--- config.mk ---
export PLATFORM = sky130hd
export DESIGN_NAME = hsb_line_packetizer
export DESIGN_NICKNAME = d
export VERILOG_FILES = /design/src/rtl/hsb_line_packetizer.sv
export SDC_FILE = /design/constraint.sdc
export NUM_CORES = 1
export LEC_CHECK = 0
export BUFFER_PORTS_ARGS = -buffer_cell sky130_fd_sc_hd__buf_4
export CAP_MARGIN = 15
export CORE_MARGIN = 2
export CORE_UTILIZATION = 45
export CTS_BUF_LIST = sky130_fd_sc_hd__clkbuf_16
export DETAILED_ROUTE_END_ITERATION = 7
export GPL_ROUTABILITY_DRIVEN = 0
export PLACE_DENSITY_LB_ADDON = 0.25
export RECOVER_POWER = 100
export SETUP_SLACK_MARGIN = 0.15
export SLEW_MARGIN = 20
export SYNTH_ARGS = -nofsm -noshare
export SYNTH_HDL_FRONTEND = slang
export SYNTH_SLANG_ARGS = --single-unit
--- constraint.sdc ---
create_clock -name clk -period 3.2 [get_ports clk]
set_clock_uncertainty 0.15 [all_clocks]
set_input_delay 0.48 -clock clk [delete_from_list [all_inputs] [get_ports clk]]
set_output_delay 0.48 -clock clk [all_outputs]
set_load 0.02 [all_outputs]
--- src/rtl/hsb_line_packetizer.sv ---
// hsb_line_packetizer
//
// Takes video lines from the MIPI AXIS shim and cuts each line into packets
// of at most C_MAX_BEATS payload beats. Each packet starts with one header beat
// that carries the frame number, the line number and the beat offset of the
// first payload beat within the line.
//
// Header beat layout (m_axis_tuser[0]=1):
//   tdata[15:0]  frame number (zero-extended from C_CNT_W)
//   tdata[31:16] line number
//   tdata[47:32] beat offset within the line
//   tdata[48]    SOF flag of the first input beat of this packet
//   all other bits 0, tkeep all ones, tlast 0
//
// Handshake: a beat moves on an interface in any cycle where tvalid and tready
// are both high at the rising clock edge. m_axis_tvalid never drops and the
// m_axis_* payload never changes while m_axis_tvalid=1 and m_axis_tready=0.
// s_axis_tready depends only on the state and the output register, never on
// s_axis_tvalid.
//
// Ports:
//   clk, rst_n          clock, synchronous active-low reset
//   s_axis_*            input line stream (tuser[0]=SOF, tlast=end of line)
//   m_axis_*            packet stream (tuser[0]=header, tuser[1]=end of line,
//                       tlast=last beat of packet)
//   err_sof_midpkt      sticky flag: SOF seen on a payload beat that was not
//                       the first beat of its packet
module hsb_line_packetizer #(
  parameter int C_AXIS_TDATA_WIDTH = 64,
  parameter int C_MAX_BEATS        = 256,
  parameter int C_CNT_W            = 16
) (
  input  logic                            clk,
  input  logic                            rst_n,
  input  logic [C_AXIS_TDATA_WIDTH-1:0]   s_axis_tdata,
  input  logic [C_AXIS_TDATA_WIDTH/8-1:0] s_axis_tkeep,
  input  logic [1:0]                      s_axis_tuser,
  input  logic                            s_axis_tvalid,
  output logic                            s_axis_tready,
  input  logic                            s_axis_tlast,
  output logic [C_AXIS_TDATA_WIDTH-1:0]   m_axis_tdata,
  output logic [C_AXIS_TDATA_WIDTH/8-1:0] m_axis_tkeep,
  output logic [1:0]                      m_axis_tuser,
  output logic                            m_axis_tvalid,
  input  logic                            m_axis_tready,
  output logic                            m_axis_tlast,
  output logic                            err_sof_midpkt
);

  localparam int W    = C_AXIS_TDATA_WIDTH;
  localparam int KW   = C_AXIS_TDATA_WIDTH / 8;
  localparam int BC_W = (C_MAX_BEATS > 1) ? $clog2(C_MAX_BEATS) : 1;

  localparam logic [BC_W-1:0]    BC_LAST = BC_W'(C_MAX_BEATS - 1);
  localparam logic [BC_W-1:0]    BC_ONE  = BC_W'(1);
  localparam logic [C_CNT_W-1:0] CNT_ONE = C_CNT_W'(1);

  typedef enum logic {
    ST_HDR = 1'b0,
    ST_PAY = 1'b1
  } state_t;

  state_t             state_q, state_d;
  logic [C_CNT_W-1:0] frame_q, frame_d;
  logic [C_CNT_W-1:0] line_q, line_d;
  logic [C_CNT_W-1:0] offset_q, offset_d;
  logic [BC_W-1:0]    beat_cnt, beat_cnt_d;
  logic               err_d;

  logic [W-1:0]       tdata_d;
  logic [KW-1:0]      tkeep_d;
  logic [1:0]         tuser_d;
  logic               tlast_d;
  logic               tvalid_d;

  logic               slot_free;
  logic               sof_in;
  logic               hdr_go;
  logic               pay_go;
  logic [C_CNT_W-1:0] hdr_frame;
  logic [C_CNT_W-1:0] hdr_line;
  logic [C_CNT_W-1:0] hdr_offset;
  logic [W-1:0]       hdr_word;

  // s_axis_tuser[1] carries nothing this block needs.
  logic unused_tuser1;
  assign unused_tuser1 = s_axis_tuser[1];

  // The single output register can take a new beat when it is empty or when
  // its current beat leaves in this cycle.
  assign slot_free     = !m_axis_tvalid || m_axis_tready;
  assign s_axis_tready = (state_q == ST_PAY) && slot_free;
  assign sof_in        = s_axis_tuser[0];

  // In HDR the input beat is only peeked at (its SOF bit picks the header
  // contents); it is consumed later in PAY.
  assign hdr_go = (state_q == ST_HDR) && s_axis_tvalid && slot_free;
  assign pay_go = s_axis_tvalid && s_axis_tready;

  always_comb begin
    hdr_frame  = sof_in ? (frame_q + CNT_ONE) : frame_q;
    hdr_line   = sof_in ? '0 : line_q;
    hdr_offset = sof_in ? '0 : offset_q;
    hdr_word          = '0;
    hdr_word[15:0]    = 16'(hdr_frame);
    hdr_word[31:16]   = 16'(hdr_line);
    hdr_word[47:32]   = 16'(hdr_offset);
    hdr_word[48]      = sof_in;
  end

  always_comb begin
    state_d    = state_q;
    frame_d    = frame_q;
    line_d     = line_q;
    offset_d   = offset_q;
    beat_cnt_d = beat_cnt;
    err_d      = err_sof_midpkt;
    tdata_d    = m_axis_tdata;
    tkeep_d    = m_axis_tkeep;
    tuser_d    = m_axis_tuser;
    tlast_d    = m_axis_tlast;
    // Without a new load the beat either stays (stalled) or leaves.
    tvalid_d   = m_axis_tvalid && !m_axis_tready;

    if (hdr_go) begin
      state_d    = ST_PAY;
      beat_cnt_d = '0;
      tvalid_d   = 1'b1;
      tdata_d    = hdr_word;
      tkeep_d    = '1;
      tuser_d    = 2'b01;
      tlast_d    = 1'b0;
      if (sof_in) begin
        frame_d  = frame_q + CNT_ONE;
        line_d   = '0;
        offset_d = '0;
      end
    end else if (pay_go) begin
      tvalid_d   = 1'b1;
      tdata_d    = s_axis_tdata;
      tkeep_d    = s_axis_tkeep;
      tuser_d    = 2'b00;
      tlast_d    = 1'b0;
      offset_d   = offset_q + CNT_ONE;
      beat_cnt_d = beat_cnt + BC_ONE;
      // SOF is legal only on the beat the header was built from.
      if (sof_in && (beat_cnt != '0)) begin
        err_d = 1'b1;
      end
      // End of line wins over the packet-length limit when both coincide.
      if (s_axis_tlast) begin
        tlast_d  = 1'b1;
        tuser_d  = 2'b10;
        line_d   = line_q + CNT_ONE;
        offset_d = '0;
        state_d  = ST_HDR;
      end else if (beat_cnt == BC_LAST) begin
        tlast_d  = 1'b1;
        state_d  = ST_HDR;
      end
    end
  end

  always_ff @(posedge clk) begin
    if (!rst_n) begin
      state_q        <= ST_HDR;
      frame_q        <= '1;
      line_q         <= '0;
      offset_q       <= '0;
      beat_cnt       <= '0;
      err_sof_midpkt <= 1'b0;
      m_axis_tdata   <= '0;
      m_axis_tkeep   <= '0;
      m_axis_tuser   <= '0;
      m_axis_tlast   <= 1'b0;
      m_axis_tvalid  <= 1'b0;
    end else begin
      state_q        <= state_d;
      frame_q        <= frame_d;
      line_q         <= line_d;
      offset_q       <= offset_d;
      beat_cnt       <= beat_cnt_d;
      err_sof_midpkt <= err_d;
      m_axis_tdata   <= tdata_d;
      m_axis_tkeep   <= tkeep_d;
      m_axis_tuser   <= tuser_d;
      m_axis_tlast   <= tlast_d;
      m_axis_tvalid  <= tvalid_d;
    end
  end

endmodule

==> load_flow_metrics.sql, run 1 <==
INSERT INTO impl_metrics (metric_group, metric, value, unit) VALUES
('finish', 'postLayoutCoreUtil', '57.0', '%'),
('clock_network', 'clock_path_buffers', '2', ''),
('routing', 'drt_iter0_drc', '343', ''),
('clock_network', 'clkLatencyLatePin', '420', 'ps'),
('logic_synthesis', 'ys_seq_elements', '134', ''),
('power_and_ir_drop', 'overall_power_of_the_completed_layout', '4.70', 'mW'),
('worst_setup_path', 'reg2reg_to', 'm_axis_tdata[17]', ''),
('timing', 'max_freq', '372', 'MHz'),
('logic_synthesis', 'mappedNetlistNets', '871', ''),
('logic_synthesis', 'synthesis.instances', '787', ''),
('logic_synthesis', 'avgSynthCellArea', '8.06', 'sq um'),
('floorplan', 'core-area', '0.0138', 'sq mm'),
('min_path', 'worstHoldEndpoint', 'm_axis_tdata[57]', ''),
('floorplan', 'io-pin-count', '157', ''),
('routing', 'routed-wl-met3', '962', 'microns'),
('timing', 'timing.final.hold_violations', '0', ''),
('grt', 'globalRouteTotalUtil', '22.8', '%'),
('run_status', 'violations', 'max-capacitance violations, max-slew violations', ''),
('placement', 'post-place-ws', '821', 'ps'),
('routing', 'detailedRoute.firstPassIterationCount', '5', ''),
('routing', 'detailroute.via_count', '6068', ''),
('routing', 'drt.antenna.violating_nets', '0', ''),
('grt', 'pin_count_of_the_biggest_net_entering_global_routing', '70', ''),
('routing', 'met2_length', '7.80', 'mm'),
('min_path', 'hold_start', 's_axis_tdata[57]', ''),
('clock_network', 'clk_root_buf', 'clkbuf_16', ''),
('timing', 'report.final.slew_viol_count', '70', ''),
('routing', 'wl_met1', '7.85', 'mm'),
('routing', 'drt_drc_violations_left', '0', ''),
('timing', 'slew-limit-headroom', '-0.987', '%'),
('finish', 'areaGrowthSynthToFinish', '24.3', '%'),
('placement', 'hpwl', '11.4', 'mm'),
('finish', 'final_layout_size_suffix_gt1_share', '13.8', '%'),
('floorplan', 'die_area', '0.0151', 'sq mm'),
('logic_synthesis', 'synthMostInstantiatedCell', 'dfxtp_1', ''),
('routing', 'top_layer_used', 'met4', ''),
('logic_synthesis', 'synth-main-ff-cell', 'dfxtp_1', ''),
('finish', 'antennaDiodeCount', '0', ''),
('flow_run', 'max-cap-violations', '1', ''),
('placement', 'place_area', '0.00758', 'sq mm'),
('routing', 'via_density_per_instance', '5.48', ''),
('logic_synthesis', 'synth_async_sr_flop_share', '0', '%'),
('clock_network', 'cts-hold-fix-buffers', '0', ''),
('grt', 'grt_pass1_vias', '5475', ''),
('clock_network', 'depth_of_the_cts_h_tree', '4', ''),
('worst_setup_path', 'setup.reg_to_reg.worst_slack', '510', 'ps'),
('grt', 'grt.overflow.total', '0', ''),
('logic_synthesis', 'synth_top_cells_by_area', 'dfxtp_1 (42%), nand2_1 (6.5%), nor3b_1 (4.5%)', ''),
('worst_setup_path', 'cp_max_fo', '26', ''),
('power_and_ir_drop', 'ir_drop', '361', 'uV'),
('floorplan', 'die_w', '123', 'microns'),
('finish', 'fillCellCount', '1361', ''),
('worst_setup_path', 'crit_path_max_incr_delay', '1070', 'ps'),
('run_status', 'outcome', 'finished with violations', ''),
('floorplan', 'starting_utilization_of_the_core_area', '45.9', '%'),
('worst_setup_path', 'crit_buf_inv', '1', ''),
('worst_setup_path', 'worst_r2r_path_depth', '5', ''),
('min_path', 'hold_class', 'input pin to register', ''),
('timing', 'rsz0062_at_grt', 'false', ''),
('floorplan', 'die_height', '123', 'microns'),
('worst_setup_path', 'timing.critical_path.to_type', 'register', ''),
('worst_setup_path', 'timing.critical_path.max_delay_family', 'simple AND/OR/NAND/NOR gates', ''),
('grt', 'grt_first_pass_wirelength', '27.2', 'mm'),
('logic_synthesis', 'post_synth_instance_area', '0.00634', 'sq mm'),
('timing', 'totalNegativeSetupSlack', '0', 'ps'),
('worst_setup_path', 'r2r_start', 'm_axis_tvalid', ''),
('worst_setup_path', 'critical_path_required', '3360', 'ps'),
('power_and_ir_drop', 'power.density_cell_area', '597', 'mW/mm^2'),
('logic_synthesis', 'synth-edff-count', '0', ''),
('logic_synthesis', 'yosysTopAreaCell', 'dfxtp_1', ''),
('worst_setup_path', 'crit_slowest_cell', 'and2_0', '');
==> worst register-to-register path: cells and delay by family, from the launching register on <==
kind	cells	cell delay, ps
buf+inv	1	500
simple gates	4	1610
flops	1	320
==> cell usage in the layout, fill, tap and decap left out, types with 10 or more instances in the layout <==
master / n
a211oi_1: 31
a21oi_1: 45
a31oi_1: 11
and3_1: 12
buf_4: 87
clkbuf_1: 81
clkbuf_16: 17
dfxtp_1: 133
inv_1: 15
nand2_1: 109
nand3_1: 27
nand4_1: 19
nor2_1: 74
nor3_1: 53
nor3b_1: 38
o21ai_0: 31
or3_1: 11
xnor2_1: 22
xor2_1: 10
==> routing by layer <==
metal	global-route usage [%]	up-vias
met5	0	-
met4	8.41	0
met3	4.83	20
met2	35.7	173
met1	30.9	2822
li1	-	3053
==> flip-flops by register name, summed over array words and instances, names as in the netlist <==
| signal | count |
|---|---|
| state_q | 1 |
| err_sof_midpkt | 1 |
| m_axis_tkeep | 8 |
| line_q | 16 |
| frame_q | 16 |
| m_axis_tuser | 2 |
| m_axis_tlast | 1 |
| offset_q | 16 |
| m_axis_tdata | 64 |
| beat_cnt | 8 |
| m_axis_tvalid | 1 |
==> kinds of logic (layout without fill, tap and decap cells) <==
group | count (synthesis) | in the layout | share of synthesized area, %
AO/OA/AOI/OAI | 154 | 154 | 15.3
XOR/XNOR | 32 | 32 | 4.42
adder cells (fa/ha/maj) | 5 | 5 | 0.987
buffers and inverters | 73 | 214 | 4.87
flip-flops | 134 | 134 | 42.3
multiplexers | 10 | 10 | 1.64
AND/OR/NAND/NOR | 379 | 379 | 30.5
==> area by class of cell <==
class | count | area [sq um] | area share (%)
Sequential cell | 134 | 2690 | 34.1
Clock buffer | 17 | 425 | 5.40
Clock inverter | 15 | 218 | 2.76
Inverter | 12 | 45.0 | 0.572
Tap cell | 180 | 225 | 2.86
Multi-Input combinational cell | 580 | 3310 | 42.0
Timing Repair Buffer | 170 | 967 | 12.3
==> how the worst max path moves through the flow <==
stage                        from          endpoint  cells past startpoint
floorplan                 state_q     s_axis_tready                      4
global placement    m_axis_tready         line_q[3]                      8
detailed placement  m_axis_tready         line_q[3]                      8
CTS                       state_q     s_axis_tready                      3
global route        m_axis_tvalid  m_axis_tdata[19]                      5
finish              m_axis_tvalid  m_axis_tdata[17]                      5
==> power breakdown <==
group | switching (mW) | internal, mW
Combinational | 0.439 | 0.270
Sequential | 0.0778 | 1.76
Clock | 0.712 | 1.44
Power figures use the tool's default switching activity.
==> run 2: changes to the inputs <==
Settings changed: ABC_AREA set to 1.
Clock period 3.2 ns to 2.2 ns, I/O delays scaled along.
==> load_flow_metrics.sql, run 2 <==
INSERT INTO impl_metrics (metric_group, metric, value, unit) VALUES
('finish', 'antennaDiodeCount', '0', ''),
('worst_setup_path', 'worstSetupPathDepth', '3', ''),
('logic_synthesis', 'synthMostInstantiatedCell', 'nand2_1', ''),
('timing', 'report.final.slew_viol_count', '0', ''),
('clock_network', 'cts_resized', '0', ''),
('grt', 'grt.overflow.total', '0', ''),
('worst_setup_path', 'startpoint_type', 'register', ''),
('clock_network', 'cts.sinks', '134', ''),
('logic_synthesis', 'synth_top_cells_by_area', 'dfxtp_1 (42%), nand2_1 (12%), a21oi_1 (6.4%)', ''),
('worst_setup_path', 'endpoint', 's_axis_tready', ''),
('clock_network', 'clk_root_buf', 'clkbuf_16', ''),
('timing', 'timing.final.hold_violations', '0', ''),
('routing', 'detailedRoute.firstPassIterationCount', '7', ''),
('run_status', 'outcome', 'finished clean', ''),
('power_and_ir_drop', 'relative_contribution_of_combinational_cells_to_total_power', '15.0', '%'),
('worst_setup_path', 'timing.critical_path.from', 'state_q', ''),
('floorplan', 'die_height', '123', 'microns'),
('clock_network', 'depth_of_the_cts_h_tree', '4', ''),
('floorplan', 'number_of_rows_created_at_floorplan', '43', ''),
('power_and_ir_drop', 'power.density_cell_area', '831', 'mW/mm^2'),
('worst_setup_path', 'timing.critical_path.to_type', 'primary output', ''),
('finish', 'areaGrowthSynthToFinish', '27.6', '%'),
('timing', 'post-route-period-util', '88.9', '%'),
('grt', 'antenna_found_initial', '0', ''),
('flow_run', 'max-cap-violations', '0', ''),
('power_and_ir_drop', 'ir_drop', '572', 'uV'),
('worst_setup_path', 'critical_path_required', '1720', 'ps'),
('logic_synthesis', 'synth-main-ff-cell', 'dfxtp_1', ''),
('logic_synthesis', 'synth_async_sr_flop_share', '0', '%'),
('logic_synthesis', 'synth-edff-count', '0', ''),
('logic_synthesis', 'yosysTopAreaCell', 'dfxtp_1', ''),
('floorplan', 'die_w', '123', 'microns'),
('min_path', 'hold_class', 'input pin to register', ''),
('logic_synthesis', 'avgSynthCellArea', '7.19', 'sq um'),
('routing', 'drt_drc_violations_left', '0', ''),
('routing', 'drt.antenna.violating_nets', '0', ''),
('power_and_ir_drop', 'clockPowerShare', '44.7', '%'),
('finish', 'final_layout_size_suffix_gt1_share', '15.1', '%'),
('timing', 'totalNegativeSetupSlack', '0', 'ps'),
('min_path', 'hold_start', 's_axis_tdata[48]', ''),
('grt', 'pin_count_of_the_biggest_net_entering_global_routing', '37', ''),
('worst_setup_path', 'reg2reg_to', 'm_axis_tdata[13]', ''),
('floorplan', 'core-area', '0.0138', 'sq mm'),
('placement', 'hpwl', '11.2', 'mm'),
('logic_synthesis', 'mappedNetlistNets', '967', ''),
('power_and_ir_drop', 'p_leak', '3.61', 'nW'),
('routing', 'routed_wl', '16.5', 'mm'),
('worst_setup_path', 'cp_max_fo', '14', ''),
('power_and_ir_drop', 'seqPwrFrac', '40.2', '%'),
('finish', 'max_reg_flops', '64', ''),
('logic_synthesis', 'ys_types', '38', ''),
('worst_setup_path', 'worst_r2r_path_depth', '8', ''),
('worst_setup_path', 'path_class', 'register to primary output', ''),
('worst_setup_path', 'crit_path_max_incr_delay', '410', 'ps'),
('power_and_ir_drop', 'switchingPower', '1.78', 'mW'),
('clock_network', 'cts-buffers-inserted', '17', ''),
('clock_network', 'clkLatencyLatePin', '420', 'ps'),
('logic_synthesis', 'synth_top_cell_area_share', '42.2', '%'),
('grt', 'grt_first_pass_wirelength', '27.3', 'mm'),
('routing', 'detailroute.via_count', '6315', ''),
('grt', 'globalRouteTotalUtil', '22.7', '%'),
('timing', 'max_freq', '512', 'MHz'),
('timing', 'hold_slack', '13.1', 'ps'),
('worst_setup_path', 'worst_ep_arrival_time', '1470', 'ps'),
('power_and_ir_drop', 'cell_internal_pwr', '4.95', 'mW'),
('routing', 'via_density_per_instance', '5.10', ''),
('timing', 'finalSetupViolCount', '0', ''),
('worst_setup_path', 'timing.critical_path.cells', 'inv_1, nor2_1, buf_4', ''),
('floorplan', 'die_area', '0.0151', 'sq mm'),
('worst_setup_path', 'timing.critical_path.max_delay_family', 'buffers and inverters', ''),
('logic_synthesis', 'ys_seq_elements', '134', ''),
('grt', 'grt_pass1_vias', '5771', ''),
('timing', 'period_minus_slack', '1950', 'ps'),
('clock_network', 'tritoncts', 'yes', ''),
('finish', 'most_frequent_cells_in_the_layout', 'nand2_1 (195), dfxtp_1 (134), inv_1 (93), buf_4 (91), a21oi_1 (82)', ''),
('finish', 'fin_nets', '1129', ''),
('power_and_ir_drop', 'p_sw_share', '26.5', '%'),
('worst_setup_path', 'r2r_start', 'state_q', ''),
('timing', 'slew-limit-headroom', '5.36', '%'),
('logic_synthesis', 'synth_sequential_area_ratio', '42.2', '%'),
('timing', 'rsz0062_at_grt', 'false', ''),
('clock_network', 'clk_transition_reported_paths', '60', 'ps'),
('routing', 'drt_iter0_drc', '397', ''),
('logic_synthesis', 'synthesis.instances', '883', ''),
('clock_network', 'clock_path_buffers', '2', ''),
('worst_setup_path', 'crit_slowest_cell', 'inv_1', ''),
('finish', 'regMostFlops', 'm_axis_tdata', ''),
('routing', 'wl_per_cell', '13.3', 'microns'),
('logic_synthesis', 'synth_warnings', '0', ''),
('floorplan', 'starting_utilization_of_the_core_area', '45.9', '%'),
('placement', 'port-buffer-count', '155', ''),
('logic_synthesis', 'synth_common_cells', 'nand2_1 (195), dfxtp_1 (134), inv_1 (88), a21oi_1 (81), o21ai_0 (68)', ''),
('timing', 'tightestPinTransition', '1420', 'ps'),
('worst_setup_path', 'setup.reg_to_reg.worst_slack', '330', 'ps'),
('floorplan', 'io-pin-count', '157', ''),
('logic_synthesis', 'post_synth_instance_area', '0.00635', 'sq mm'),
('finish', 'most_common_cell_after_layout_fill_and_taps_aside', 'nand2_1', ''),
('worst_setup_path', 'crit_buf_inv', '2', '');
-- run 2: kinds of logic after synthesis --
logic type      after synthesis  synth area share, %
xor+xnor                      8                 1.10
fa+ha+maj                     5                0.985
compound gates              210                 18.9
flops                       134                 42.2
buf+inv                     144                 9.64
simple gates                382                 27.1
-- run 2: tightest hold or removal path: stages --
cell      delay [ps]
buf_4             80
a221oi_1          60
nor2_1            80
-- run 2: power groups by stage --
stage | Sequential (mW) | Combinational [mW] | Clock [mW]
floorplan | 2.85 | 0.578 | 0
global placement | 2.76 | 1.06 | 0
detailed placement | 2.76 | 1.08 | 0
CTS | 2.71 | 1.10 | 3.04
global route | 2.73 | 1.14 | 3.15
finish | 2.71 | 1.01 | 3.01
-- run 2: area by class of cell --
class,count,area [sq um]
fillers,1332,5720
clock buffers,17,425
flip-flops and latches,134,2680
multi-input cells,605,3030
well taps,180,225
clock inverters,15,194
inverters,96,363
repair buffers,191,1180
-- run 2: layer usage --
metal	track usage (%)	wire length [microns]	vias up
li1	-	-	3249
met1	28.1	7470	2884
met2	37.9	7860	157
met3	6.13	847	25
met4	7.76	297	0
met5	0	0	-
-- run 2: metrics by stage --
| stage | utilization [%] | power [mW] | setup WS, ps | cells | instance area [sq um] |
|---|---|---|---|---|---|
| final | 58.6 | 6.73 | 245 | 1238 | 8100 |
| after global routing | 58.6 | 7.02 | 164 | 1238 | 8100 |
| after global placement | 55.2 | 3.82 | 216 | 1188 | 7640 |
| after detailed placement | 55.2 | 3.83 | 201 | 1188 | 7640 |
| after CTS | 60.7 | 6.85 | 214 | 1234 | 8400 |
| after floorplan | - | 3.43 | 645 | 883 | 6350 |
-- run 2: worst min-delay path by stage --
stage,slack [ps],depth (start not counted),endpoint
6_report,10,3,m_axis_tdata[48]
4_1_cts,5,3,m_axis_tdata[48]
3_5_place_dp,290,2,err_sof_midpkt
3_3_place_gp,290,2,err_sof_midpkt
2_1_floorplan,290,2,line_q[15]
5_1_grt,10,2,m_axis_tkeep[3]
-- run 2: repair_timing --
| action | CTS | global route |
|---|---|---|
| setup endpoints to repair | 0 | 22 |
| hold buffers | 14 | 0 |
| buffers inserted | 0 | 4 |
| hold endpoints to repair | 14 | 0 |
